--- config.mk ---
export PLATFORM = sky130hd
export DESIGN_NAME = bidirectional_dual_port_ram
export DESIGN_NICKNAME = d
export VERILOG_FILES = /design/src/rtl/bidirectional_dual_port_ram.sv
export SDC_FILE = /design/constraint.sdc
export NUM_CORES = 1
export LEC_CHECK = 0
export BUFFER_PORTS_ARGS = -buffer_cell sky130_fd_sc_hd__buf_2
export CAP_MARGIN = 15
export CORE_MARGIN = 2
export CORE_UTILIZATION = 50
export CTS_CLUSTER_SIZE = 12
export DETAILED_ROUTE_END_ITERATION = 16
export GPL_TIMING_DRIVEN = 0
export PLACE_DENSITY = 0.68
export SLEW_MARGIN = 5
export SYNTH_ARGS = -nofsm -noshare
export SYNTH_HDL_FRONTEND = slang
export SYNTH_SLANG_ARGS = --single-unit
--- constraint.sdc ---
create_clock -name CLK -period 2.7 [get_ports CLK]
set_clock_uncertainty 0.05 [all_clocks]
set_input_delay 0.405 -clock CLK [delete_from_list [all_inputs] [get_ports CLK]]
set_output_delay 0.405 -clock CLK [all_outputs]
set_load 0.01 [all_outputs]
--- src/rtl/bidirectional_dual_port_ram.sv ---
// bidirectional_dual_port_ram
// Simple dual-port RAM (one write port, one read port) addressed by signed,
// Python-style indices: negative indices count back from the logical end.
// Includes bounds checking, a read-valid strobe with 1- or 2-cycle read
// latency, and a clear engine that zero-fills the array after reset and on
// request.
//
// Ports:
//   CLK    clock, rising edge
//   RST    asynchronous active-low reset
//   WE     write request          WADDR  signed write index   D  write data
//   RE     read request           RADDR  signed read index
//   Q      read data (holds when no read completes)
//   QV     read-valid strobe      RERR   out-of-range read (aligned with QV)
//   WERR   out-of-range write pulse, one cycle after the write
//   CLR    start a clear          BUSY   clear in progress, requests ignored
//   LEN    constant logical length
module bidirectional_dual_port_ram #(
  parameter int DATA_WIDTH     = 8,
  parameter int ADDR_WIDTH     = 5,
  parameter int RAM_LENGTH     = 16,
  parameter bit OUT_REG        = 1'b0,
  parameter bit CLEAR_ON_RESET = 1'b1
) (
  input  logic                  CLK,
  input  logic                  RST,
  input  logic                  WE,
  input  logic [ADDR_WIDTH-1:0] WADDR,
  input  logic [DATA_WIDTH-1:0] D,
  input  logic                  RE,
  input  logic [ADDR_WIDTH-1:0] RADDR,
  output logic [DATA_WIDTH-1:0] Q,
  output logic                  QV,
  output logic                  RERR,
  output logic                  WERR,
  input  logic                  CLR,
  output logic                  BUSY,
  output logic [ADDR_WIDTH-1:0] LEN
);

  localparam int DEPTH = 2 ** ADDR_WIDTH;

  typedef enum logic {IDLE, CLEAR} state_e;

  typedef struct packed {
    logic                  ok;
    logic [ADDR_WIDTH-1:0] phys;
  } xlat_t;

  // Signed index -> physical address. Negative indices wrap by adding the
  // logical length modulo 2^ADDR_WIDTH, so -1 and RAM_LENGTH-1 alias.
  function automatic xlat_t translate(input logic [ADDR_WIDTH-1:0] idx);
    xlat_t r;
    int    s;
    s      = int'($signed(idx));
    r.ok   = 1'b0;
    r.phys = '0;
    if (s >= 0 && s < RAM_LENGTH) begin
      r.ok   = 1'b1;
      r.phys = idx;
    end else if (s < 0 && s >= -RAM_LENGTH) begin
      r.ok   = 1'b1;
      r.phys = idx + ADDR_WIDTH'(RAM_LENGTH);
    end
    return r;
  endfunction

  logic [DATA_WIDTH-1:0] mem [DEPTH];

  state_e                state_q, state_d;
  logic [ADDR_WIDTH-1:0] cnt_q, cnt_d;
  logic                  werr_q, werr_d;
  logic                  s1_valid_q, s1_valid_d;
  logic                  s1_err_q, s1_err_d;
  logic [DATA_WIDTH-1:0] s1_data_q, s1_data_d;

  xlat_t                 wx, rx;
  logic                  wr_acc, rd_acc;
  logic                  mem_we;
  logic [ADDR_WIDTH-1:0] mem_addr;
  logic [DATA_WIDTH-1:0] mem_wdata;

  assign BUSY   = (state_q == CLEAR);
  assign LEN    = ADDR_WIDTH'(RAM_LENGTH);
  assign wx     = translate(WADDR);
  assign rx     = translate(RADDR);
  assign wr_acc = WE && !BUSY;
  assign rd_acc = RE && !BUSY;

  // Clear FSM plus write-port arbitration. The clear engine owns the write
  // port while BUSY; user requests are ignored then, so there is no conflict.
  always_comb begin
    // NOTE: every signal gets a default first so no path leaves it unassigned
    // and no latch is inferred.
    state_d   = state_q;
    cnt_d     = cnt_q;
    mem_we    = 1'b0;
    mem_addr  = WADDR;
    mem_wdata = D;
    werr_d    = wr_acc && !wx.ok;
    unique case (state_q)
      IDLE: begin
        if (CLR) begin
          state_d = CLEAR;
          cnt_d   = '0;
        end
        if (wr_acc && wx.ok) begin
          mem_we   = 1'b1;
          mem_addr = wx.phys;
        end
      end
      CLEAR: begin
        mem_we    = 1'b1;
        mem_addr  = cnt_q;
        mem_wdata = '0;
        if (cnt_q == ADDR_WIDTH'(RAM_LENGTH - 1)) begin
          state_d = IDLE;
          cnt_d   = '0;
        end else begin
          cnt_d = cnt_q + ADDR_WIDTH'(1);
        end
      end
      default: state_d = IDLE;
    endcase
  end

  // First read stage: write-first bypass when both ports hit the same
  // physical word; out-of-range reads return zero.
  always_comb begin
    s1_valid_d = rd_acc;
    s1_err_d   = rd_acc && !rx.ok;
    s1_data_d  = s1_data_q;
    if (rd_acc) begin
      if (!rx.ok)
        s1_data_d = '0;
      else if (wr_acc && wx.ok && (wx.phys == rx.phys))
        s1_data_d = D;
      else
        s1_data_d = mem[rx.phys];
    end
  end

  // NOTE: storage has no reset; contents are zeroed by the clear engine, which
  // keeps the array mappable onto RAM primitives.
  always_ff @(posedge CLK) begin
    if (mem_we) mem[mem_addr] <= mem_wdata;
  end

  // NOTE: sequential state uses non-blocking assignments only, so every flop
  // samples pre-edge values regardless of block ordering.
  always_ff @(posedge CLK or negedge RST) begin
    if (!RST) begin
      state_q    <= CLEAR_ON_RESET ? CLEAR : IDLE;
      cnt_q      <= '0;
      werr_q     <= 1'b0;
      s1_valid_q <= 1'b0;
      s1_err_q   <= 1'b0;
      s1_data_q  <= '0;
    end else begin
      state_q    <= state_d;
      cnt_q      <= cnt_d;
      werr_q     <= werr_d;
      s1_valid_q <= s1_valid_d;
      s1_err_q   <= s1_err_d;
      s1_data_q  <= s1_data_d;
    end
  end

  assign WERR = werr_q;

  generate
    if (OUT_REG) begin : g_out_reg
      logic                  s2_valid_q, s2_valid_d;
      logic                  s2_err_q, s2_err_d;
      logic [DATA_WIDTH-1:0] s2_data_q, s2_data_d;

      always_comb begin
        s2_valid_d = s1_valid_q;
        s2_err_d   = s1_err_q;
        s2_data_d  = s1_valid_q ? s1_data_q : s2_data_q;
      end

      always_ff @(posedge CLK or negedge RST) begin
        if (!RST) begin
          s2_valid_q <= 1'b0;
          s2_err_q   <= 1'b0;
          s2_data_q  <= '0;
        end else begin
          s2_valid_q <= s2_valid_d;
          s2_err_q   <= s2_err_d;
          s2_data_q  <= s2_data_d;
        end
      end

      assign Q    = s2_data_q;
      assign QV   = s2_valid_q;
      assign RERR = s2_err_q;
    end else begin : g_no_out_reg
      assign Q    = s1_data_q;
      assign QV   = s1_valid_q;
      assign RERR = s1_err_q;
    end
  endgenerate

endmodule

==> flow_summary.json, run 1 <==
{
  "outcome": "finished, final reports clean",
  "yosysWarnings": 0,
  "syn2layout_area_growth_pct": 16.3,
  "yosys.cell_count.top_type": "edfxtp_1",
  "synth_seq_cells": 145,
  "crit_path_frequent_cell": "nand2_1",
  "grt_max_degree": 18,
  "postSynthAreaPerCell_um2": 18.0,
  "yosys-top-cells-count": "edfxtp_1, mux4_2, nand2_1, nor2_1",
  "worstHoldEndpoint": "cnt_q[2]",
  "yosys.area.top_type_share": 0.643,
  "timing.rr.end": "mem[2][0]",
  "antenna_found_initial": 0,
  "htree_levels": 4,
  "drtIter0Drc": 412,
  "startpoint_type": "register",
  "place_hpwl_um": 8340,
  "die_w_um": 113,
  "r2r-start": "BUSY",
  "wl_per_cell_um": 22.7,
  "endpoint_kind": "register",
  "crit_chain": "buf_6 -> clkbuf_1 -> nand2_1 -> o32ai_1 -> nand2_1 -> nor2_1",
  "grt_usage": 0.210,
  "insertedDiodeCount": 0,
  "cts_buffer_depth": 2,
  "fin_ws_ps": 55.3,
  "rows": 39,
  "gp_congestion": 0.850,
  "fill_cells": 831,
  "post_cts_buffers": 0,
  "io_buffers": 31,
  "final_area_um2": 6950,
  "final-hold-violation-count": 0,
  "cts.sinks": 145,
  "initial_core_util": 0.517,
  "grt_pass1_wl_um": 19000,
  "fin_cells": 548,
  "seq_area_frac_synth": 0.714,
  "io_pins": 40,
  "die-area_um2": 12800,
  "detail_route.first_pass.iterations": 5,
  "routed_via_density": 5.89,
  "cts_tree": "built",
  "powerDensity_nw_per_um2": 964,
  "clkLatencyLatePin_ps": 420,
  "rr_worst_depth": 6,
  "root_buffer": "clkbuf_16",
  "multiInputGateArea_um2": 1580,
  "min_period_over_period": 0.980,
  "netlist_instances": 332,
  "core_area_um2": 11600,
  "holdCritStartpoint": "CLR",
  "final_nets": 417,
  "drc_errors": 0,
  "synthTopCellsByArea": "edfxtp_1, mux4_2, dfrtp_1",
  "synth_area_um2": 5980,
  "grt_overflow": 0,
  "vias": 3226,
  "worstMarginPinSlew_ps": 1150,
  "fin_crit_ps": 2640,
  "yosys_most_used_dff": "edfxtp_1",
  "netlist.top_cell.by_area": "edfxtp_1",
  "min_path_cells": 2,
  "criticalPathCategory": "reg -> reg",
  "slowest_delay_ps": 640,
  "slew_headroom": 0.233,
  "maxSlewViolCount": 0,
  "hold_slack_ps": 158,
  "slowest_stage": "nor2_1",
  "die_height_um": 113,
  "place_area_um2": 6330,
  "cts-buffers-inserted": 17,
  "cp_max_fo": 10,
  "r2r_setup_slack_ps": 60,
  "synth_cell_types": 44,
  "post-route-util": 0.601,
  "crit_arrival_ps": 2640,
  "hp-class": "in -> reg",
  "cap_violations": 0,
  "ant_nets": 0,
  "timing.setup.tns_ps": 0,
  "wl_um": 12400,
  "dpl.cell_count": 511,
  "final_layout_size_suffix_gt1_frac": 0.299,
  "vdd_ir_drop_max_mv": 0.405,
  "rsz0062_at_grt": "yes",
  "synth_edf_count": 128,
  "max_clock_freq_mhz": 378,
  "cts.clk_slew.worst_paths_ps": 60,
  "leakagePower_nw": 2.46,
  "place_worst_setup_slack_ps": 57.3,
  "grt_pass1_vias": 3218,
  "cp_data_required_time_ps": 2690,
  "total_power_mw": 6.70,
  "setup_viol": 0,
  "async_flop_share": 0.117,
  "register_area_um2": 4270
}
==> critical path: cells and delay by family (launching register included) <==
kind	cells	cell delay [ps]
buffers and inverters	2	490
DFF	1	620
AOI/OAI and AO/OA	1	160
and+or+nand+nor	3	940
==> power breakdown <==
part	leakage [nW]	switching (mW)	internal, mW	total (mW)
combinational	0.798	0.828	0.504	1.33
sequential	1.40	0.170	3.02	3.19
clock	0.263	0.848	1.33	2.18
total	2.46	1.85	4.86	6.70
==> flip-flops by register name, indices dropped and copies added (netlist names) <==
name and count:
mem 128, WERR 1, QV 1, cnt_q 5, BUSY 1, RERR 1
Q 8
==> worst max-delay path by stage <==
stage,startpoint,to
floorplan,BUSY,mem[11][0]
global placement,RADDR[0],Q[6]
detailed placement,BUSY,mem[8][3]
CTS,BUSY,mem[3][0]
global route,BUSY,mem[2][5]
finish,BUSY,mem[2][0]
==> placed cells by master (no fill, tap or decap), drive strengths merged, types with 2 or more instances in the layout <==
master | netlist | routed
inv | 6 | 6
and2 | 9 | 9
a221o | 8 | 8
nand3 | 2 | 2
clkbuf | 7 | 25
mux2i | 2 | 2
conb | 2 | 7
nor3 | 2 | 2
a22oi | 16 | 16
and3 | 2 | 2
o32ai | 3 | 3
o21ai | 4 | 4
xnor2 | 3 | 3
a31oi | 2 | 2
nor2 | 22 | 22
clkinv | 0 | 9
nand2 | 22 | 22
bufinv | 0 | 2
nor2b | 12 | 12
edfxtp | 128 | 128
xor2 | 2 | 2
a22o | 2 | 2
buf | 14 | 50
mux4 | 32 | 32
nor3b | 2 | 2
dfrtp | 16 | 16
clkinvlp | 0 | 2
==> layer usage <==
metal	GRT usage	up-vias	wire length (um)	part of all wire
met5	0	-	0	0
met4	0.0984	0	235	0.019
met3	0.0546	20	949	0.076
met2	0.319	139	6080	0.49
met1	0.288	1638	5180	0.42
li1	-	1429	-	-
==> layout make-up <==
type                            instances  share of cell area
Clock inverter                         13              0.0175
Sequential cell                       145               0.614
Clock buffer                           18              0.0617
Buffer                                 21              0.0205
Multi-Input combinational cell        165               0.227
Timing Repair Buffer                   37              0.0297
Tap cell                              143              0.0257
Inverter                                6             0.00324
==> cell families (layout without fill, tap and decap cells) <==
logic type	after synthesis	in the layout	synth area share
fa+ha+maj	1	1	0.00209
flops	145	145	0.714
other cells	2	7	0.00126
compound gates	42	42	0.0578
mux	34	34	0.124
xor+xnor	5	5	0.00984
simple gates	76	76	0.0634
buf+inv	27	95	0.0276
==> repair_timing <==
item,CTS,global route
setup endpoints to repair,0,64
resized for setup,0,6
hold endpoints to repair,16,0
hold buffers,1,0
(Power assumes the default switching activity.)
==> inputs of run 2 (changes only) <==
SKIP_LAST_GASP = 1   (was default)
clock period = 2.45 ns   (was 2.7 ns; I/O delays follow)
==> flow_summary.json, run 2 (synthesis results as in run 1) <==
{
  "die-area_um2": 12800,
  "root_buffer": "clkbuf_16",
  "place_hpwl_um": 8340,
  "setup_viol": 0,
  "max_clock_freq_mhz": 415,
  "largest_register_ffs": 128,
  "grt_usage": 0.210,
  "insertedDiodeCount": 0,
  "rsz0062_at_grt": "yes",
  "die_height_um": 113,
  "grt_overflow": 0,
  "fill_cells": 827,
  "rows": 39,
  "slew_headroom": 0.243,
  "vdd_ir_drop_max_mv": 0.450,
  "cts.sinks": 145,
  "final_common_cell": "edfxtp_1",
  "cts.clk_slew.worst_paths_ps": 60,
  "wl_per_cell_um": 22.7,
  "top_register": "mem",
  "criticalPathCategory": "reg -> reg",
  "detail_route.first_pass.iterations": 5,
  "cp_max_fo": 10,
  "final_layout_size_suffix_gt1_frac": 0.323,
  "crit_arrival_ps": 2410,
  "io_pins": 40,
  "p_int_mw": 5.38,
  "min_period_over_period": 0.983,
  "power_frac_seq": 0.468,
  "grt_max_degree": 18,
  "drtIter0Drc": 404,
  "gp_congestion": 0.850,
  "cts_tree": "built",
  "die_w_um": 113,
  "cap_violations": 0,
  "switching_share": 0.282,
  "routed_via_density": 5.97,
  "hp-class": "in -> reg",
  "fin_crit_ps": 2410,
  "syn2layout_area_growth_pct": 17.6,
  "cp_data_required_time_ps": 2450,
  "clkPwrFrac": 0.321,
  "endpoint_kind": "register",
  "total_power_mw": 7.50,
  "startpoint_type": "register",
  "fin_cells": 549,
  "worstMarginPinSlew_ps": 1130,
  "dpl.cell_count": 511,
  "p_comb_frac": 0.211,
  "cts-buffers-inserted": 17,
  "leakagePower_nw": 2.48,
  "final_area_um2": 7030,
  "io_buffers": 31,
  "power_switching_mw": 2.12,
  "core_area_um2": 11600,
  "cts_buffer_depth": 2,
  "grt_pass1_vias": 3218,
  "clkLatencyLatePin_ps": 420,
  "htree_levels": 4,
  "ant_nets": 0,
  "final-hold-violation-count": 0,
  "place_worst_setup_slack_ps": -193,
  "final_nets": 418,
  "outcome": "finished, final reports clean",
  "powerDensity_nw_per_um2": 1070,
  "grt_pass1_wl_um": 19000,
  "place_area_um2": 6330,
  "initial_core_util": 0.517,
  "layout_common_cells": "edfxtp_1, buf_2, mux4_2, nand2_1, clkbuf_16",
  "wl_um": 12500,
  "maxSlewViolCount": 0,
  "fin_ws_ps": 41.3,
  "drc_errors": 0,
  "vias": 3276,
  "antenna_found_initial": 0
}
-- run 2: final timing paths --
kind,slack [ps],to,startpoint,cells after the start
min in group asynchronous,350,RERR,RST,2
min,120,cnt_q[2],CLR,2
max,40,mem[15][3],BUSY,5
min reg2reg,470,Q[1],Q[1],1
max in group asynchronous,1700,BUSY,RST,2
max reg2reg,40,mem[15][3],BUSY,5
-- run 2: power by group through the flow --
| stage | combinational (mW) | sequential (mW) | clock (mW) |
|---|---|---|---|
| 6_report | 1.58 | 3.51 | 2.41 |
| 2_1_floorplan | 0.952 | 3.53 | 0 |
| 3_3_place_gp | 1.40 | 3.52 | 0 |
| 3_5_place_dp | 1.43 | 3.57 | 0 |
| 4_1_cts | 1.47 | 3.52 | 2.44 |
| 5_1_grt | 1.71 | 3.56 | 2.55 |
-- run 2: cell type report --
cell class	count	area, um^2	area share
buffer	21	144	0.0205
clock buffer	18	429	0.0610
sequential	145	4270	0.607
timing repair buffer	38	226	0.0322
inverter	6	22.5	0.00320
tap	143	179	0.0254
clock inverter	13	121	0.0173
multi-input combinational	165	1640	0.233
-- run 2: worst max-delay path, stage by stage (launching register included) --
cell and delay (ps):
dfstp_2 620, buf_6 160, nor2_1 40, a22oi_1 280, nand2_1 250, nor2_1 640
-- run 2: repair_timing --
item                                    in CTS  in global routing
hold buffers                                 1                  0
endpoints found under the setup margin      96                 96
setup buffers                                0                  1
resized for setup                            8                 16
endpoints found under the hold margin       16                  0
pin swaps                                    0                  1
-- run 2: through the flow --
| stage | util | setup TNS, ps | hold slack (ps) |
|---|---|---|---|
| floorplan | - | 0 | 21.9 |
| global placement | 0.548 | -7870 | 247 |
| detailed placement | 0.548 | -10750 | 259 |
| CTS | 0.598 | -6790 | 104 |
| global route | 0.608 | -1360 | 121 |
| finish | 0.608 | 0 | 116 |
-- run 2: metal layers --
layer | GRT usage | wire length (um) | up-vias
li1 | - | - | 1438
met1 | 0.288 | 5320 | 1677
met2 | 0.321 | 6060 | 139
met3 | 0.0546 | 840 | 22
met4 | 0.0951 | 265 | 0
met5 | 0 | 0 | -
